**config.mk**
```make
export PLATFORM = sky130hd
export DESIGN_NAME = adc_avg_filter_flat
export DESIGN_NICKNAME = d
export VERILOG_FILES = /design/src/rtl/adc_avg_filter_if.sv /design/src/rtl/adc_avg_filter.sv /design/src/flat_wrapper.sv
export SDC_FILE = /design/constraint.sdc
export NUM_CORES = 1
export LEC_CHECK = 0
export BUFFER_PORTS_ARGS = -buffer_cell sky130_fd_sc_hd__buf_2
export CORE_UTILIZATION = 40
export DETAILED_ROUTE_END_ITERATION = 10
export SETUP_SLACK_MARGIN = 0.05
export SYNTH_ARGS = -nofsm -noshare
export SYNTH_HDL_FRONTEND = slang
export SYNTH_SLANG_ARGS = --single-unit
```
**constraint.sdc**
```tcl
create_clock -name clk_i -period 3.72 [get_ports clk_i]
set_input_delay 0.558 -clock clk_i [delete_from_list [all_inputs] [get_ports clk_i]]
set_output_delay 0.558 -clock clk_i [all_outputs]
set_load 0.02 [all_outputs]
```
**src/rtl/adc_avg_filter_if.sv**
```systemverilog
// Sample/result bundle between the XADC wrapper side and the averaging filter.
// The filter attaches through the slave modport; the producer/observer side uses master.
interface adc_avg_filter_if;
  logic [15:0] data_i;
  logic        eoc_i;
  logic        clear_i;
  logic [11:0] avg_o;
  logic        avg_valid_o;
  logic [11:0] min_o;
  logic [11:0] max_o;
  logic        alarm_o;

  modport master (
    output data_i, eoc_i, clear_i,
    input  avg_o, avg_valid_o, min_o, max_o, alarm_o
  );

  modport slave (
    input  data_i, eoc_i, clear_i,
    output avg_o, avg_valid_o, min_o, max_o, alarm_o
  );
endinterface

```
**src/rtl/adc_avg_filter.sv**
```systemverilog
// Windowed average/min/max of 12-bit XADC samples, published once per 2^LOG2_N samples,
// with a hysteresis alarm evaluated on each new average.
module adc_avg_filter #(
  parameter int unsigned LOG2_N    = 4,
  parameter logic [11:0] THRESH_HI = 12'hC00,
  parameter logic [11:0] THRESH_LO = 12'h800
) (
  input  logic            clk_i,
  input  logic            reset_i,
  adc_avg_filter_if.slave bus
);

  localparam int unsigned ACC_W = 12 + LOG2_N;
  localparam logic [LOG2_N-1:0] CNT_LAST = {LOG2_N{1'b1}};
  localparam logic [LOG2_N-1:0] CNT_ONE  = LOG2_N'(1);

  typedef enum logic [0:0] {
    ST_ACC = 1'b0,
    ST_PUB = 1'b1
  } st_e;

  st_e               st_q, st_d;
  logic              eoc_q, eoc_d;
  logic              s_vld_q, s_vld_d;
  logic [11:0]       s_data_q, s_data_d;
  logic [ACC_W-1:0]  acc_q, acc_d;
  logic [LOG2_N-1:0] cnt_q, cnt_d;
  logic [11:0]       win_min_q, win_min_d;
  logic [11:0]       win_max_q, win_max_d;
  logic [ACC_W-1:0]  fin_sum_q, fin_sum_d;
  logic [11:0]       fin_min_q, fin_min_d;
  logic [11:0]       fin_max_q, fin_max_d;
  logic [11:0]       avg_q, avg_d;
  logic [11:0]       min_q, min_d;
  logic [11:0]       max_q, max_d;
  logic              avg_valid_q, avg_valid_d;
  logic              alarm_q, alarm_d;

  logic              capture_s;
  logic              win_end_s;
  logic              pub_s;
  logic [ACC_W-1:0]  sum_s;
  logic [11:0]       min_s;
  logic [11:0]       max_s;
  logic [11:0]       new_avg_s;

  assign capture_s = bus.eoc_i & ~eoc_q;
  assign sum_s     = acc_q + ACC_W'(s_data_q);
  assign min_s     = (s_data_q < win_min_q) ? s_data_q : win_min_q;
  assign max_s     = (s_data_q > win_max_q) ? s_data_q : win_max_q;
  assign win_end_s = s_vld_q & (cnt_q == CNT_LAST);
  assign pub_s     = (st_q == ST_PUB) & ~bus.clear_i;
  assign new_avg_s = fin_sum_q[LOG2_N+11:LOG2_N];

  // FSM next state: one PUB cycle follows every completed (non-cleared) window.
  always_comb begin
    st_d = st_q;
    case (st_q)
      ST_ACC: begin
        if (win_end_s && !bus.clear_i) begin
          st_d = ST_PUB;
        end else begin
          st_d = ST_ACC;
        end
      end
      ST_PUB:  st_d = ST_ACC;
      default: st_d = ST_ACC;
    endcase
  end

  // Datapath next state for capture, accumulate and publish stages.
  always_comb begin
    eoc_d       = bus.eoc_i;
    s_vld_d     = 1'b0;
    s_data_d    = s_data_q;
    acc_d       = acc_q;
    cnt_d       = cnt_q;
    win_min_d   = win_min_q;
    win_max_d   = win_max_q;
    fin_sum_d   = fin_sum_q;
    fin_min_d   = fin_min_q;
    fin_max_d   = fin_max_q;
    avg_d       = avg_q;
    min_d       = min_q;
    max_d       = max_q;
    avg_valid_d = pub_s;
    alarm_d     = alarm_q;

    if (capture_s) begin
      s_data_d = bus.data_i[15:4];
    end else begin
      s_data_d = s_data_q;
    end

    if (bus.clear_i) begin
      s_vld_d   = 1'b0;
      acc_d     = '0;
      cnt_d     = '0;
      win_min_d = 12'hFFF;
      win_max_d = 12'h000;
    end else if (s_vld_q) begin
      s_vld_d = capture_s;
      cnt_d   = cnt_q + CNT_ONE;
      if (win_end_s) begin
        fin_sum_d = sum_s;
        fin_min_d = min_s;
        fin_max_d = max_s;
        acc_d     = '0;
        win_min_d = 12'hFFF;
        win_max_d = 12'h000;
      end else begin
        acc_d     = sum_s;
        win_min_d = min_s;
        win_max_d = max_s;
      end
    end else begin
      s_vld_d = capture_s;
    end

    // Hysteresis: between the two thresholds the previous alarm level is kept.
    if (pub_s) begin
      avg_d = new_avg_s;
      min_d = fin_min_q;
      max_d = fin_max_q;
      if (new_avg_s >= THRESH_HI) begin
        alarm_d = 1'b1;
      end else if (new_avg_s < THRESH_LO) begin
        alarm_d = 1'b0;
      end else begin
        alarm_d = alarm_q;
      end
    end else begin
      alarm_d = alarm_q;
    end
  end

  // State registers; eoc_q resets high so a strobe already high at release is ignored.
  always_ff @(posedge clk_i) begin
    if (reset_i) begin
      st_q        <= ST_ACC;
      eoc_q       <= 1'b1;
      s_vld_q     <= 1'b0;
      s_data_q    <= 12'h000;
      acc_q       <= '0;
      cnt_q       <= '0;
      win_min_q   <= 12'hFFF;
      win_max_q   <= 12'h000;
      fin_sum_q   <= '0;
      fin_min_q   <= 12'h000;
      fin_max_q   <= 12'h000;
      avg_q       <= 12'h000;
      min_q       <= 12'h000;
      max_q       <= 12'h000;
      avg_valid_q <= 1'b0;
      alarm_q     <= 1'b0;
    end else begin
      st_q        <= st_d;
      eoc_q       <= eoc_d;
      s_vld_q     <= s_vld_d;
      s_data_q    <= s_data_d;
      acc_q       <= acc_d;
      cnt_q       <= cnt_d;
      win_min_q   <= win_min_d;
      win_max_q   <= win_max_d;
      fin_sum_q   <= fin_sum_d;
      fin_min_q   <= fin_min_d;
      fin_max_q   <= fin_max_d;
      avg_q       <= avg_d;
      min_q       <= min_d;
      max_q       <= max_d;
      avg_valid_q <= avg_valid_d;
      alarm_q     <= alarm_d;
    end
  end

  assign bus.avg_o       = avg_q;
  assign bus.min_o       = min_q;
  assign bus.max_o       = max_q;
  assign bus.avg_valid_o = avg_valid_q;
  assign bus.alarm_o     = alarm_q;

endmodule

```
**src/flat_wrapper.sv**
```systemverilog
// flat-port wrapper written by rule: the top's interface ports become plain ports
module adc_avg_filter_flat 
#(
  parameter int unsigned LOG2_N    = 4,
  parameter logic [11:0] THRESH_HI = 12'hC00,
  parameter logic [11:0] THRESH_LO = 12'h800
)
  (clk_i, reset_i, bus_data_i, bus_eoc_i, bus_clear_i, bus_avg_o, bus_avg_valid_o, bus_min_o, bus_max_o, bus_alarm_o);
  adc_avg_filter_if bus_i ();
  input  logic clk_i;
  input  logic reset_i;
  input wire logic [$bits(bus_i.data_i)-1:0] bus_data_i;
  input wire logic [$bits(bus_i.eoc_i)-1:0] bus_eoc_i;
  input wire logic [$bits(bus_i.clear_i)-1:0] bus_clear_i;
  output wire logic [$bits(bus_i.avg_o)-1:0] bus_avg_o;
  output wire logic [$bits(bus_i.avg_valid_o)-1:0] bus_avg_valid_o;
  output wire logic [$bits(bus_i.min_o)-1:0] bus_min_o;
  output wire logic [$bits(bus_i.max_o)-1:0] bus_max_o;
  output wire logic [$bits(bus_i.alarm_o)-1:0] bus_alarm_o;
  assign bus_i.data_i = bus_data_i;
  assign bus_i.eoc_i = bus_eoc_i;
  assign bus_i.clear_i = bus_clear_i;
  assign bus_avg_o = bus_i.avg_o;
  assign bus_avg_valid_o = bus_i.avg_valid_o;
  assign bus_min_o = bus_i.min_o;
  assign bus_max_o = bus_i.max_o;
  assign bus_alarm_o = bus_i.alarm_o;
  adc_avg_filter #(.LOG2_N(LOG2_N), .THRESH_HI(THRESH_HI), .THRESH_LO(THRESH_LO)) u_core (.clk_i(clk_i), .reset_i(reset_i), .bus(bus_i));
endmodule
```
# Word-level counts from Yosys, hierarchy flattened
# Index checks and enable logic that the tools add are counted.
# word_totals
ff_bits	137
word_cells	44
out_inout_bits	38
inputBits	20
# op_classes
n_bitwise	6
mux	9
n_lt_le_gt_ge	4
eq_ne	1
add_sub_neg	2
reduce_logical	6
# ops
op	n
two-way mux 12 bit	4
adder 16 x 12 -> 16 bit	1
two-way mux 16 bit	1
greater-or-equal comparator 12 bit (second input constant)	1
> comparator 12 bit	1
less-than comparator 12 bit	1
less-than comparator 12 bit (second input constant)	1
adder 4 x 1 -> 4 bit (second input constant)	1
== test 4 bit (second input constant)	1
bitwise AND 1 bit	3
two-way mux 1 bit	3
inverter 1 bit	3
AND reduction 3 bit	1
one-hot mux 1 bit (2 select lines)	1
AND reduction 2 bit	1
nonzero test 2 bit	1
OR reduction 2 bit	1
logical AND 1 bit	1
logical NOT 1 bit	1

# Logic depth before layout (Yosys ltp)
# logic_depth
depth_word	5
ltp_mapped	9
ltp_nobuf	9

# Worst setup path before layout
# OpenSTA, ideal clock, no wires.
# synth_path
kind	flip-flop to flip-flop
startpoint	register u_core.s_data_q[0]
endpoint	register u_core.fin_sum_q[14]
stages_incl_launch_ff	10
slack_ns	1.587
required_time_ns	3.584
path_buffers	0
period_less_slack_ns	2.133
arrival_ns	1.997
setup_time_ns	0.136
cell_sequence	dfxtp_1 ha_1 inv_1 fa_1 nand2b_1 a21oi_2 a2111oi_4 nor3_2 xnor2_1 a211oi_2
# synth_via
elab_chain_len	1
# synth_lines
element	line_no	text
start: declaration	adc_avg_filter.sv:25	logic [11:0] s_data_q, s_data_d;
start signal: assignment	adc_avg_filter.sv:160	s_data_q <= s_data_d;
adder 16 x 12 -> 16 bit	adc_avg_filter.sv:48	assign sum_s = acc_q + ACC_W'(s_data_q);
end signal: assignment	adc_avg_filter.sv:165	fin_sum_q <= fin_sum_d;
end: declaration	adc_avg_filter.sv:30	logic [ACC_W-1:0] fin_sum_q, fin_sum_d;
# No other way between the ends.
# A chain may end at the register's enable or synchronous reset.

# Final worst setup path
# Ends and elaborated chain as after synthesis.

==> impl_metrics.py <==
metrics = {
    "cts": {
        "postCtsHoldBufs": 0,
        "cts_resized": 0,
        "cts.sinks": 133,
        "cts_buffers": 17,
        "ctsRootBufferMaster": "clkbuf_16",
        "clk_latency_ns": 0.42,
        "cts_tree": "done",
        "clk_pin_slew_worst_paths_ns": 0.06,
        "htree_levels": 4,
        "cts_buffer_depth": 2,
        "postCtsSetupBuffers": 0,
    },
    "power": {
        "vdd_drop_max_mv": 0.312,
        "power_density_nw_per_um2": 449,
        "power.leakage_uw": 0.00277,
    },
    "timing": {
        "drv_slew": 0,
        "fmax_ghz": 0.385,
        "rsz0062_at_grt": "no",
        "finalSetupViolCount": 0,
        "period_share_pct": 69.9,
        "finalCriticalPeriod_ns": 2.60,
        "setup_tns_ns": 0,
        "slew-limit-headroom_pct": 41.6,
        "final_hold_viol_count": 0,
        "worst_pin_slew_ns": 0.876,
        "fin_skew_ns": 0.0107,
    },
    "setup_path": {
        "worstPathMaxFanout": 8,
        "crit_arrival_ns": 2.86,
        "cp-startpoint": "u_core.s_data_q[0]",
        "crit_type": "flop to flop",
        "r2r_start": "u_core.s_data_q[0]",
        "crit_path_end_kind": "flop",
        "setup.worst_path.start_class": "flop",
        "cp.required_ns": 3.98,
    },
    "final_layout": {
        "num-fill-cells": 1479,
        "finalNetCount": 806,
        "final_cell_mix": "dfxtp_1, nand2_1, a21oi_1",
        "drive_above_1_share_pct": 15.1,
        "fin_cells": 950,
        "final_common_cell": "dfxtp_1",
        "syn2layout_area_growth_pct": 14.7,
        "diodes": 0,
    },
    "yosys": {
        "postSynthAreaPerCell_um2": 8.76,
        "syn_area_um2": 6240,
        "synth-seq-cells": 133,
        "syn_nets": 769,
        "synthXorXnorAreaFrac_pct": 1.97,
        "ys_warn_count": 0,
        "synthFlopType": "dfxtp_1",
        "async_reset_ff_share_pct": 0,
        "ys_types": 62,
        "synthMuxAreaShare_pct": 4.17,
        "synth_compound_area_share_pct": 20.5,
        "synth-adder-area-share_pct": 7.54,
        "synth_simple_gate_area_share_pct": 17.9,
        "synthesis.instances": 712,
        "yosysSeqAreaShare_pct": 42.7,
        "synth_top_family_by_area": "compound AO/OA/AOI/OAI gates",
        "synth-edff-count": 0,
    },
    "floorplan": {
        "core_area_um2": 15200,
        "std_cell_rows": 45,
        "start_util_pct": 41.0,
        "die_w_um": 127,
        "die-area_um2": 16100,
        "die_y_um": 127,
        "num_io_pins": 58,
    },
    "global_routing": {
        "grtUsageTotal_pct": 18.5,
        "grt_max_degree": 87,
        "grt_pass1_wl_um": 23600,
        "grt_overflow": 0,
        "grt_pass1_vias": 4682,
        "antenna_found_initial": 0,
    },
    "run_status": {
        "status": "finished, final reports clean",
    },
    "route": {
        "wl_per_cell_um": 14.9,
        "drc_errors": 0,
        "num_vias": 5044,
        "firstDrtPassIters": 4,
        "wirelength_um": 14200,
        "antenna_left": 0,
        "drt_iter0_markers": 294,
        "viasPerCell": 5.31,
    },
    "flow_run": {
        "drv_cap": 0,
    },
    "min_path": {
        "holdCritPathClass": "input pin to flop",
        "hp-start": "reset_i",
    },
    "placement": {
        "io_buffers": 53,
        "gp_congestion": 0.826,
        "dpl.cell_count": 918,
        "dpl.hpwl_um": 10100,
    },
}
==> sequential cells by signal, indices dropped and copies added (netlist names) <==
signal and flops:
u_core.acc_q 16, u_core.bus.avg_o 12, u_core.bus.max_o 12, u_core.bus.min_o 12, u_core.fin_max_q 12, u_core.fin_min_q 12
u_core.fin_sum_q 12, u_core.s_data_q 12, u_core.win_max_q 12, u_core.win_min_q 12, u_core.cnt_q 4, u_core.bus.alarm_o 1
u_core.bus.avg_valid_o 1, u_core.eoc_q 1, u_core.s_vld_q 1, u_core.st_q 1
==> cell type report <==
| type | count | area, um^2 | area share, % |
|---|---|---|---|
| well taps | 188 | 235 | 3.29 |
| clock inverters | 11 | 126 | 1.77 |
| flip-flops and latches | 133 | 2660 | 37.2 |
| multi-input cells | 508 | 3260 | 45.5 |
| inverters | 29 | 109 | 1.52 |
| repair buffers | 60 | 318 | 4.44 |
| clock buffers | 21 | 450 | 6.29 |
==> worst paths after layout <==
path                                             end  slack [ns]  cells after the start
worst min register to register  u_core.bus.max_o[11]        0.45                      2
worst min-delay path            u_core.fin_sum_q[13]        0.35                      2
worst max register to register  u_core.fin_sum_q[14]        1.12                      9
worst max-delay path            u_core.fin_sum_q[14]        1.12                      9
==> critical path: stages (launching register included) <==
cell and delay (ns):
dfxtp_1 0.50, ha_1 0.24, inv_1 0.05, fa_1 0.37
nand2b_1 0.21, a21oi_2 0.29, a2111oi_4 0.15, nor3_2 0.29
xnor2_1 0.23, a211oi_2 0.11
==> metal layers <==
layer / track usage [%] / wire length (um) / vias to the layer above
met5: 0 / 0 / -
met4: 7.56 / 278 / 0
met3: 3.88 / 474 / 21
met2: 27.1 / 6060 / 97
met1: 26.3 / 7380 / 2349
li1: - / - / 2577
==> synthesized netlist by cell type (5+ instances only) <==
cell | count | area (um^2)
nor2b_1 | 5 | 31.3
ha_1 | 36 | 450
nand3_1 | 13 | 65.1
nand2_1 | 131 | 492
nand2b_1 | 7 | 43.8
dfxtp_1 | 133 | 2660
inv_1 | 29 | 109
o21ai_0 | 8 | 40.0
buf_1 | 5 | 18.8
o21ai_1 | 5 | 25.0
a31oi_1 | 6 | 37.5
a211oi_1 | 27 | 203
a21oi_1 | 75 | 375
nor2_1 | 55 | 206
mux2i_1 | 26 | 260
o32a_1 | 12 | 120
nand4_1 | 7 | 43.8
xnor2_1 | 7 | 61.3
clkbuf_1 | 23 | 86.3
xor2_1 | 7 | 61.3
a22o_1 | 15 | 131
and3_1 | 6 | 37.5
==> cells by family after synthesis <==
logic type | Yosys count
fa+ha+maj | 37
flops | 133
xor+xnor | 14
buf+inv | 71
simple gates | 252
mux | 26
compound gates | 179
==> power by group <==
group / internal (uW) / switching [uW] / leakage [uW] / total, uW
logic: 53.3 / 88.3 / 0.00143 / 142
registers: 1430 / 13.8 / 0.00107 / 1450
clock network: 1000 / 622 / 0.000270 / 1630
total: 2490 / 725 / 0.00277 / 3210
==> through the flow <==
stage	setup slack (ns)	power (uW)	utilization, %	instance area (um^2)	hold WS, ns
final	1.12	3210	47.1	7160	0.352
after global routing	0.881	3330	47.1	7160	0.342
after CTS	1.11	3250	47.1	7160	0.335
after detailed placement	1.12	1620	43.3	6580	0.444
after global placement	1.20	1610	43.3	6580	0.441
after floorplan	1.59	1590	-	6240	0.427
Note: power is estimated with default switching activity, not from simulation.
